[src/rtl/imem_loader.sv]
// imem_loader: loads a program image into the instruction RAM from a byte stream.
// The stream is a word count byte, the program words (high byte first) and a final
// XOR checksum byte. The core is held in reset while a load is in progress and is
// released only after the checksum matches.
module imem_loader #(
    parameter int ADDR_WIDTH = 8,
    parameter int DATA_WIDTH = 16
) (
    input  logic                  clk,
    input  logic                  rst_n,
    input  logic                  load_start,
    input  logic [7:0]            in_data,
    input  logic                  in_valid,
    output logic                  in_ready,
    output logic                  wr_en,
    output logic [ADDR_WIDTH-1:0] wr_addr,
    output logic [DATA_WIDTH-1:0] wr_data,
    output logic                  cpu_hold,
    output logic                  load_done,
    output logic                  load_err
);

    // WRITE is the cycle after a LO handshake: the RAM strobe fires and no byte is taken.
    typedef enum logic [2:0] {
        IDLE  = 3'd0,
        LEN   = 3'd1,
        HI    = 3'd2,
        LO    = 3'd3,
        WRITE = 3'd4,
        CSUM  = 3'd5
    } state_t;

    localparam logic [8:0] DEPTH = 9'(1 << ADDR_WIDTH);

    state_t                state_q, state_d;
    logic [7:0]            hi_q, hi_d;
    logic [7:0]            csum_q, csum_d;
    logic [ADDR_WIDTH-1:0] addr_q, addr_d;
    logic [8:0]            words_q, words_d;
    logic [8:0]            cnt_q, cnt_d;
    logic                  wr_en_q, wr_en_d;
    logic [ADDR_WIDTH-1:0] wr_addr_q, wr_addr_d;
    logic [DATA_WIDTH-1:0] wr_data_q, wr_data_d;
    logic                  cpu_hold_q, cpu_hold_d;
    logic                  load_done_q, load_done_d;
    logic                  load_err_q, load_err_d;
    logic                  handshake;
    logic [8:0]            n_len;

    assign in_ready  = (state_q == LEN) || (state_q == HI) ||
                       (state_q == LO)  || (state_q == CSUM);
    assign handshake = in_valid && in_ready;

    assign wr_en     = wr_en_q;
    assign wr_addr   = wr_addr_q;
    assign wr_data   = wr_data_q;
    assign cpu_hold  = cpu_hold_q;
    assign load_done = load_done_q;
    assign load_err  = load_err_q;

    // Next-state logic: walks the stream format and prepares the registered outputs.
    always_comb begin
        state_d     = state_q;
        hi_d        = hi_q;
        csum_d      = csum_q;
        addr_d      = addr_q;
        words_d     = words_q;
        cnt_d       = cnt_q;
        wr_en_d     = 1'b0;
        wr_addr_d   = wr_addr_q;
        wr_data_d   = wr_data_q;
        cpu_hold_d  = cpu_hold_q;
        load_done_d = 1'b0;
        load_err_d  = load_err_q;
        n_len       = (in_data == 8'd0) ? DEPTH : {1'b0, in_data};

        case (state_q)
            IDLE: begin
                if (load_start) begin
                    load_err_d = 1'b0;
                    csum_d     = 8'd0;
                    addr_d     = '0;
                    cnt_d      = 9'd0;
                    cpu_hold_d = 1'b1;
                    state_d    = LEN;
                end
            end
            LEN: begin
                if (handshake) begin
                    if (n_len > DEPTH) begin
                        load_err_d = 1'b1;
                        state_d    = IDLE;
                    end else begin
                        words_d = n_len;
                        state_d = HI;
                    end
                end
            end
            HI: begin
                if (handshake) begin
                    hi_d    = in_data;
                    csum_d  = csum_q ^ in_data;
                    state_d = LO;
                end
            end
            LO: begin
                if (handshake) begin
                    csum_d    = csum_q ^ in_data;
                    wr_en_d   = 1'b1;
                    wr_data_d = {hi_q, in_data};
                    wr_addr_d = addr_q;
                    state_d   = WRITE;
                end
            end
            WRITE: begin
                addr_d  = addr_q + ADDR_WIDTH'(1);
                cnt_d   = cnt_q + 9'd1;
                state_d = (cnt_q + 9'd1 == words_q) ? CSUM : HI;
            end
            CSUM: begin
                if (handshake) begin
                    if (in_data == csum_q) begin
                        load_done_d = 1'b1;
                        cpu_hold_d  = 1'b0;
                    end else begin
                        load_err_d = 1'b1;
                    end
                    state_d = IDLE;
                end
            end
            default: state_d = IDLE;
        endcase
    end

    // State and output registers; reset aborts any load in progress and holds the core.
    always_ff @(posedge clk or negedge rst_n) begin
        if (!rst_n) begin
            state_q     <= IDLE;
            hi_q        <= 8'd0;
            csum_q      <= 8'd0;
            addr_q      <= '0;
            words_q     <= 9'd0;
            cnt_q       <= 9'd0;
            wr_en_q     <= 1'b0;
            wr_addr_q   <= '0;
            wr_data_q   <= '0;
            cpu_hold_q  <= 1'b1;
            load_done_q <= 1'b0;
            load_err_q  <= 1'b0;
        end else begin
            state_q     <= state_d;
            hi_q        <= hi_d;
            csum_q      <= csum_d;
            addr_q      <= addr_d;
            words_q     <= words_d;
            cnt_q       <= cnt_d;
            wr_en_q     <= wr_en_d;
            wr_addr_q   <= wr_addr_d;
            wr_data_q   <= wr_data_d;
            cpu_hold_q  <= cpu_hold_d;
            load_done_q <= load_done_d;
            load_err_q  <= load_err_d;
        end
    end

endmodule

[config.mk]
export PLATFORM = sky130hd
export DESIGN_NAME = imem_loader
export DESIGN_NICKNAME = d
export VERILOG_FILES = /design/src/rtl/imem_loader.sv
export SDC_FILE = /design/constraint.sdc
export NUM_CORES = 1
export LEC_CHECK = 0
export CORE_MARGIN = 2
export CORE_UTILIZATION = 55
export CTS_CLUSTER_DIAMETER = 30
export DETAILED_ROUTE_END_ITERATION = 12
export PLACE_DENSITY = 0.8
export SLEW_MARGIN = 40
export SYNTH_ARGS = -nofsm -noshare
export SYNTH_HDL_FRONTEND = slang
export SYNTH_SLANG_ARGS = --single-unit
[constraint.sdc]
create_clock -name clk -period 3.2 [get_ports clk]
set_clock_uncertainty 0.15 [all_clocks]
set_input_delay 0.48 -clock clk [delete_from_list [all_inputs] [get_ports clk]]
set_output_delay 0.48 -clock clk [all_outputs]
set_load 0.02 [all_outputs]
==> results of run 1 <==
## worst paths after layout
check                      cells past startpoint  startpoint  slack, ns         end
setup / recovery                               3  state_q[1]       0.68    in_ready
hold / removal                                 1       rst_n     -0.007   csum_q[0]
setup reg to reg                               6    cnt_q[0]       0.69  state_q[1]
hold reg to reg                                2    cpu_hold       0.35    cpu_hold
max in group asynchronous                      2       rst_n       2.12    cpu_hold
min in group clk                               2    cpu_hold       0.35    cpu_hold
## registers in the layout, summed over array words and instances (netlist names)
name,cells
cpu_hold,1
load_done,1
wr_addr,8
state_q,3
csum_q,8
load_err,1
words_q,9
cnt_q,9
addr_q,8
wr_data,16
hi_q,8
wr_en,1
## power by group through the flow
stage                     combinational (mW)  clock (mW)  sequential [mW]
final                                   1.41       0.714             1.54
after CTS                               1.42       0.728             1.54
after global placement                  1.36           0             1.54
after floorplan                        0.820           0             1.62
after global routing                    1.51       0.768             1.60
after detailed placement                1.41           0             1.56
## worst max-delay path, delay by kind of cell, from the launching register on
kind	cells	cell delay (ns)
flops	1	0.68
buf+inv	1	0.62
compound gates	1	0.14
simple gates	1	0.11
## synthesized netlist by cell type, types with 4 or more instances
library cell	number	area (µm²)
xor2_1	9	78.8
nand3_1	9	45.0
nor4_1	5	31.3
mux2i_1	6	60.1
clkbuf_1	10	37.5
dfrtp_1	72	1800
a21oi_1	13	65.1
nor2b_1	5	31.3
nor2_1	20	75.1
o21ai_0	24	120
nand2_1	24	90.1
buf_2	6	30.0
nand4_1	5	31.3
mux2_2	40	450
o31ai_1	4	30.0
inv_1	7	26.3
a22o_1	10	87.6
xnor2_1	6	52.6
## layer usage
metal	vias up	track usage [%]	part of all wire, %
met2	66	34.5	48
met1	1284	32.0	45
met4	0	8.80	1.5
li1	1225	-	-
met5	-	0	0
met3	8	4.25	5.5
## area by class of cell
class,count,area [µm²],share of cell area (%)
repair buffers,45,433,10.4
multi-input cells,221,1600,38.2
clock buffers,10,138,3.30
clock inverters,5,56.3,1.35
well taps,77,96.3,2.31
flip-flops and latches,73,1830,43.8
inverters,7,26.3,0.629
## kinds of logic (layout without fill, tap and decap cells)
family / after synthesis / count (layout) / share of synthesized area [%]
AOI/OAI and AO/OA: 65 / 65 / 11.7
xor gates and xnor gates: 15 / 15 / 3.73
adders and majority gates: 2 / 2 / 0.710
buffers and inverters: 24 / 67 / 2.87
DFF: 73 / 73 / 51.8
muxes: 46 / 46 / 14.5
and+or+nand+nor: 93 / 93 / 14.7
## stage by stage
| stage | setup WS (ns) | hold slack, ns |
|---|---|---|
| after floorplan | 0.871 | 0.0344 |
| after global placement | 0.753 | 0.332 |
| after detailed placement | 0.708 | 0.343 |
| after CTS | 0.658 | 0.00837 |
| after global routing | 0.547 | 0.0463 |
| final | 0.679 | -0.00683 |
==> key figures, run 1 <==
Logic synthesis
  • Post-Syn Area: 0.00353 mm²
  • Top_reg_cell synth: dfrtp_1
  • Post-synth EDFFs: 0
  • Synth Net Count: 332
  • #FFs+latches synth: 73
  • Avg Cell Area, Syn: 11.1 µm²
  • Ys async rst share: 100%
  • Cells after Synth: 318
  • Post-synth cell types: 48
  • Post-synthesis sequential area ratio: 51.8%
  • Yosys warns: 0

Cells and area
  • ANT cells: 0
  • Final cell count without fillers: 438
  • Layout cell share with drive strength beyond 1: 20.5%
  • Fin util: 66.5%
  • Final Instance Area: 0.00417 mm²
  • Most frequent cells in the layout: 72 x dfrtp_1, 40 x mux2_2, 39 x clkdlybuf4s50_1
  • Final #Nets: 371
  • Area growth syn-to-layout: 18.4%
  • FILL cells: 499
  • Commonest non-fill, non-tap cell in the layout: dfrtp_1

Die
  • Num rows: 29
  • Die area: 0.00707 mm²
  • I/O pin count: 41
  • Die Wd: 84.1 µm
  • Initial core utilization: 56.2%
  • Die height: 84.1 µm
  • Core area: 0.00628 mm²

Critical path
  • Startpoint Class: register
  • Critical Path Max Stage Delay: 0.68 ns
  • Crit. End Element: primary output
  • Slowest-stage cell, CP: dfrtp_1
  • Crit Path Category: reg2out
  • WP data arrival: 1.89 ns
  • Largest fanout on the critical path: 18
  • CP cell instances: nor2_1 > a21oi_1 > clkdlybuf4s50_1
  • Worst EP required: 2.57 ns

Pwr
  • PD cells: 878 mW/mm²
  • Maximum vdd ir drop: 0.555 mV
  • Sequential Power Share: 42.1%
  • Psw: 1.31 mW
  • Clk pwr share: 19.5%
  • Pwr Total: 3.67 mW
  • Comb pwr share: 38.4%
  • Pleak: 1.78 nW
  • Int Pwr: 2.36 mW
  • Switching share of power: 35.7%

Clock tree
  • CTS buffer count: 9
  • # Post-CTS Setup Buffers: 0
  • Clk slew on worst S/H paths: 0.08 ns
  • Clk Latency, worst-skew pair: 0.35 ns
  • CTS tree: built
  • Clk sinks: 73
  • CTS Buffer Depth: 2
  • Cts repair resizes: 0
  • Hold-fix buffers, CTS: 0
  • CTS root buffer: clkbuf_8
  • CTS H-tree lvls: 3

Placed design
  • Port Buffer Count: 40
  • Final GP Congestion: 0.811
  • Area after DPL: 0.00398 mm²
  • Placed Instances: 423
  • Dpl hpwl: 5150 µm

Run
  • Max-Cap Viols: 0

Route
  • Vias/cell: 5.90
  • DRT iter0 DRCs: 204
  • Residual DRC: 0
  • 1st-pass router iterations: 4
  • Routed vias: 2,583
  • WL final: 7480 µm
  • Post-DRT Antenna Nets: 0
  • Routed len/inst: 17.1 µm

GRT
  • Total GRT Usage: 22.6%
  • Vias in the first global route: 2,466
  • GRT Residual Overflow: 0
  • Initial antenna violation count: 0
  • Largest net degree at the start of global routing: 29
  • First-pass GRT wire length: 12,500 µm

STA
  • Final Hold Violating Endpoints: 5
  • Final setup violation count: 0
  • Final Max Slew Viols: 0
  • Tcrit/Tclk final: 78.8%
  • Max-Slew Margin vs Limit: 48.4%
  • RSZ-0062 raised after global routing: false
  • Worst slew pin tran: 0.770 ns
  • Sum Neg Setup Slack: 0 ns
  • Fin Hold WS: -0.00683 ns
  • Tmin final: 2.52 ns
  • Achievable frequency: 397 MHz

Outcome
  • Failing checks: hold timing
  • Run status: finished with violations

Hold path
  • Hold Crit Class: in2async
Note: power is estimated with default switching activity, not from simulation.
==> inputs of run 2 (changes only) <==
CORE_UTILIZATION = 50   (was 55)
PLACE_DENSITY = 0.76   (was 0.8)
clock period = 2.1 ns   (was 3.2 ns; I/O delays follow)
==> run 2 against run 1 <==
The run now ends clean; hold slack improved by 0.27 ns; design area up 8.6%; power grew 63%; register-to-register slack got worse by 0.66 ns; combinational power rose by 71%; clock-buffer cell count down 1; sequential power rose by 49%; utilization rose by 0.21 points; via count increased by 3.2%; clock power up 76%; critical endpoint is now state_q[1]; largest power group is now combinational cells.
==> key figures, run 2 (same netlist as run 1, synthesis figures left out) <==
Route
  • Vias/cell: 5.51 (-6.6%)
  • Residual DRC: 0 (unchanged)
  • 1st-pass router iterations: 4 (unchanged)
  • Routed len/inst: 16.1 µm (-5.8%)
  • Routed vias: 2,666 (+3.2%)
  • DRT iter0 DRCs: 166 (-19%)
  • Post-DRT Antenna Nets: 0 (unchanged)
  • WL final: 7780 µm (+4.0%)

Outcome
  • Run status: finished, final reports clean

Run
  • Max-Cap Viols: 0 (unchanged)

Critical path
  • WP data arrival: 2.14 ns (+0.25 ns)
  • Crit Path Category: reg2reg
  • Largest fanout on the critical path: 6 (-12)
  • Worst EP required: 2.17 ns (-0.40 ns)
  • Critical register-to-register path startpoint: cnt_q[0]
  • Startpoint Class: register
  • Setup crit start: cnt_q[0]
  • Crit. End Element: register
  • Reg2Reg Setup Slack: 0.03 ns (-0.66 ns)

Clock tree
  • CTS Buffer Depth: 2 (unchanged)
  • CTS tree: built
  • Clk Latency, worst-skew pair: 0.35 ns (about the same)
  • CTS buffer count: 9 (unchanged)
  • Clk sinks: 73 (unchanged)
  • CTS H-tree lvls: 3 (unchanged)
  • Clk slew on worst S/H paths: 0.08 ns (about the same)
  • CTS root buffer: clkbuf_8

STA
  • Achievable frequency: 484 MHz
  • Final Hold Violating Endpoints: 0 (-5)
  • Final Max Slew Viols: 0 (unchanged)
  • Tcrit/Tclk final: 98.4%
  • Max-Slew Margin vs Limit: 49.1% (+0.73 points)
  • RSZ-0062 raised after global routing: true
  • Worst slew pin tran: 0.761 ns (-0.00957 ns)
  • Sum Neg Setup Slack: 0 ns (unchanged)
  • Final setup violation count: 0 (unchanged)
  • Tmin final: 2.07 ns

Cells and area
  • FILL cells: 530 (+6.2%)
  • Final #Nets: 397 (+7.0%)
  • ANT cells: 0 (unchanged)
  • Most frequent cells in the layout: 69 x dfrtp_1, 40 x mux2_2, 38 x clkdlybuf4s50_1
  • Layout cell share with drive strength beyond 1: 29.4% (+8.9 points)
  • Area growth syn-to-layout: 28.5%
  • Max FFs per register: 16 (unchanged)
  • Commonest non-fill, non-tap cell in the layout: dfrtp_1

Die
  • I/O pin count: 41 (unchanged)
  • Num rows: 30 (+3.4%)
  • Die Wd: 88.0 µm (+4.7%)
  • Die height: 88.0 µm (+4.7%)
  • Core area: 0.00679 mm² (+8.2%)
  • Die area: 0.00774 mm² (+9.5%)
  • Initial core utilization: 51.9% (-4.3 points)

Placed design
  • Dpl hpwl: 5490 µm (+6.7%)
  • Port Buffer Count: 40 (unchanged)
  • Final GP Congestion: 0.899 (+11%)

Hold path
  • Hold Crit Class: in2async

Pwr
  • Pleak: 1.94 nW (+9.3%)
  • PD cells: 1320 mW/mm² (+50%)
  • Maximum vdd ir drop: 0.868 mV (+56%)
  • Pwr Total: 5.96 mW (+63%)

GRT
  • First-pass GRT wire length: 13,200 µm (+5.7%)
  • Total GRT Usage: 22.3% (-0.25 points)
  • GRT Residual Overflow: 0 (unchanged)
  • Vias in the first global route: 2,689 (+9.0%)
  • Largest net degree at the start of global routing: 34 (+17%)
  • Initial antenna violation count: 0 (unchanged)
run 2: final cells by class:
cell class	count	area [µm²]	area share, %
Clock buffer	9	124	2.73
Tap cell	96	120	2.65
Inverter	7	26.3	0.580
Multi-Input combinational cell	221	1660	36.6
Clock inverter	7	100	2.21
Sequential cell	73	1830	40.4
Timing Repair Buffer	71	671	14.8
run 2: where the power goes:
| part | total [mW] | internal (mW) | switching, mW |
|---|---|---|---|
| clock network | 1.26 | 0.682 | 0.574 |
| logic | 2.41 | 1.27 | 1.14 |
| registers | 2.30 | 1.91 | 0.395 |
run 2: final timing paths:
kind	end	depth (start not counted)
worst max-delay path	state_q[1]	6
worst min-delay path	load_done	2
worst max register to register	state_q[1]	6
worst min register to register	addr_q[7]	1
max in group asynchronous	wr_addr[5]	3
min in group clk	addr_q[7]	1
run 2: stage by stage:
stage	utilization [%]	hold WS, ns	instance area, µm²	cells	setup slack, ns
after detailed placement	62.5	0.116	4250	467	-0.0759
final	66.7	0.267	4530	484	0.0331
after global routing	66.7	0.306	4530	484	-0.0203
after floorplan	-	-0.131	3540	318	0.0267
after global placement	62.5	0.114	4250	467	-0.0222
after CTS	66.1	0.274	4490	484	0.0264
run 2: worst max-delay path, cell delays in order, from the launching register on:
cell     delay [ns]
dfrtp_2        0.43
ha_4           0.19
and2_2         0.20
o21ai_2        0.11
a21oi_1        0.09
or4_4          0.51
o31a_1         0.26
run 2: what timing repair did:
action,CTS,global route
hold buffers,1,0
setup endpoints to repair,2,43
resized for setup,4,10
pin swaps,3,4
setup buffers,0,0
endpoints found under the hold margin,12,0
run 2: routing by layer:
metal	GRT usage [%]	wire [µm]
met3	4.52	465
met4	7.69	63
met2	34.3	3640
met1	31.8	3610
met5	0	0
==> inputs of run 3 (changes only) <==
GPL_TIMING_DRIVEN = 1   (was unset)
SKIP_LAST_GASP = 1   (was unset)
==> run 3 against run 2 <==
Setup slack lost 0.0037 ns; via count grew 0.38%; hold slack gained 0.0028 ns; combinational power is essentially flat; wire length shrank 0.32%; largest power group unchanged; largest cell class unchanged; sequential cell count is the same; clock power is essentially flat; sequential power is essentially flat; utilization shrank 0.17 points; non-clock buffer count is the same; highest routed layer unchanged; clock-buffer cell count is the same; global-route usage is the same.
==> key figures, run 3 (same netlist as run 1, synthesis figures left out) <==
Pwr
  • Switching share of power: 35.4% (+0.058 points)
  • Int Pwr: 3.85 mW (about the same)
  • Maximum vdd ir drop: 0.869 mV (about the same)
  • Psw: 2.11 mW (+0.25%)
  • Clk pwr share: 21.1% (about the same)
  • PD cells: 1320 mW/mm² (+0.34%)
  • Comb pwr share: 40.3% (about the same)
  • Pleak: 1.94 nW (about the same)
  • Sequential Power Share: 38.6% (about the same)

Route
  • WL final: 7750 µm (-0.32%)
  • Post-DRT Antenna Nets: 0 (unchanged)
  • Routed vias: 2,676 (+0.38%)
  • DRT iter0 DRCs: 139 (-16%)
  • 1st-pass router iterations: 4 (unchanged)
  • Vias/cell: 5.53 (+0.38%)
  • Residual DRC: 0 (unchanged)
  • Routed len/inst: 16.0 µm (-0.32%)

Critical path
  • Reg2Reg Setup Slack: 0.03 ns (about the same)
  • Crit Path Category: reg2reg
  • Crit. End Element: register
  • Worst R2R Path Depth: 6 (unchanged)
  • Startpoint Class: register
  • Worst EP required: 2.17 ns (about the same)
  • Largest fanout on the critical path: 6 (unchanged)
  • WP data arrival: 2.15 ns (about the same)

GRT
  • Vias in the first global route: 2,689 (unchanged)
  • Met3 Usage GRT: 4.52% (unchanged)
  • First-pass GRT wire length: 13,200 µm (unchanged)
  • M1 GR Usage: 31.8% (unchanged)
  • Met2 usage: 34.3% (unchanged)
  • Largest net degree at the start of global routing: 34 (unchanged)
  • Initial antenna violation count: 0 (unchanged)
  • GR peak layer: met2
  • GRT Residual Overflow: 0 (unchanged)
  • Total GRT Usage: 22.3% (unchanged)

Cells and area
  • Final cell count without fillers: 484 (unchanged)
  • Most frequent cells in the layout: 69 x dfrtp_1, 40 x mux2_2, 38 x clkdlybuf4s50_1
  • Commonest non-fill, non-tap cell in the layout: dfrtp_1
  • Layout cell share with drive strength beyond 1: 28.9% (-0.52 points)
  • Area growth syn-to-layout: 28.2%
  • Max FFs per register: 16 (unchanged)
  • ANT cells: 0 (unchanged)
  • Final #Nets: 397 (unchanged)

STA
  • Tmin final: 2.07 ns (+0.00373 ns)
  • Sum Neg Setup Slack: 0 ns (unchanged)
  • Fin Hold WS: 0.270 ns (+0.00279 ns)
  • RSZ-0062 raised after global routing: true
  • Max-Slew Margin vs Limit: 50.2% (+1.1 points)
  • Final Max Slew Viols: 0 (unchanged)
  • Tcrit/Tclk final: 98.6% (+0.18 points)
  • Achievable frequency: 483 MHz (-0.18%)
  • Final Hold Violating Endpoints: 0 (unchanged)
  • Final setup violation count: 0 (unchanged)
  • Worst slew pin tran: 0.745 ns (-0.0160 ns)

Outcome
  • Run status: finished, final reports clean

Placed design
  • Final GP Congestion: 0.899 (unchanged)
  • Dpl hpwl: 5490 µm (unchanged)
  • Placed Instances: 467 (unchanged)
  • Port Buffer Count: 40 (unchanged)

Die
  • Die Wd: 88.0 µm (unchanged)
  • Die height: 88.0 µm (unchanged)
  • Die area: 0.00774 mm² (unchanged)
  • Core area: 0.00679 mm² (unchanged)
  • Initial core utilization: 51.9% (unchanged)
  • I/O pin count: 41 (unchanged)
  • Num rows: 30 (unchanged)

Clock tree
  • CTS H-tree lvls: 3 (unchanged)
  • CTS tree: built
  • CTS buffer count: 9 (unchanged)
  • CTS Buffer Depth: 2 (unchanged)
  • Clk Latency, worst-skew pair: 0.35 ns (about the same)
  • Clk sinks: 73 (unchanged)
  • CTS root buffer: clkbuf_8
  • # Post-CTS Setup Buffers: 0 (unchanged)
  • Clk slew on worst S/H paths: 0.09 ns (about the same)

Hold path
  • Hold Crit Class: in2async

Run
  • Max-Cap Viols: 0 (unchanged)
-- run 3: cell counts in the layout (fill, tap and decap cells not counted) --
Identical to the previous run, type by type.
-- run 3: path summary, 6_finish.rpt --
kind,start,to
max,cnt_q[0],state_q[1]
min,rst_n,load_done
max reg2reg,cnt_q[0],state_q[1]
min reg2reg,addr_q[7],addr_q[7]
max in group asynchronous,rst_n,wr_addr[5]
min in group clk,addr_q[7],addr_q[7]
-- run 3: metrics by stage --
stage | power, mW | setup slack, ns | area (µm²) | util (%)
after CTS | 5.95 | 0.0264 | 4490 | 66.1
after detailed placement | 4.68 | -0.0759 | 4250 | 62.5
after global placement | 4.59 | -0.0222 | 4250 | 62.5
after global routing | 6.31 | -0.0197 | 4520 | 66.5
final | 5.97 | 0.0294 | 4520 | 66.5
after floorplan | 3.73 | 0.0267 | 3540 | -
-- run 3: what timing repair did --
item                                    in CTS  in global routing
hold buffers                                 1                  0
resized for setup                            4                  8
pin swaps                                    3                  4
endpoints found under the hold margin       12                  0
endpoints found under the setup margin       2                 43
-- run 3: area by class of cell --
type	count	area [µm²]
clock buffer	9	124
clock inverter	7	100
fill	532	2270
inverter	7	26.3
multi-input combinational	221	1650
sequential	73	1830
tap	96	120
timing repair buffer	71	671
-- run 3: routing by layer --
layer  vias up  routed length, µm
met4         0                 90
li1       1276                  -
met1      1323               3650
met2        69               3610
met5         -                  0
met3         8                400
-- run 3: critical path, cell delays in order (launching register included) --
cell and delay [ns]:
dfrtp_2 0.43, ha_4 0.19, and2_2 0.20, o21ai_2 0.11, a21oi_1 0.09, or4_4 0.51
o31a_1 0.26
-- run 3: power groups by stage --
stage / clock network, mW / logic [mW] / registers, mW
finish: 1.26 / 2.40 / 2.30
global route: 1.34 / 2.61 / 2.36
CTS: 1.27 / 2.40 / 2.29
floorplan: 0 / 1.26 / 2.47
detailed placement: 0 / 2.37 / 2.31
global placement: 0 / 2.31 / 2.28
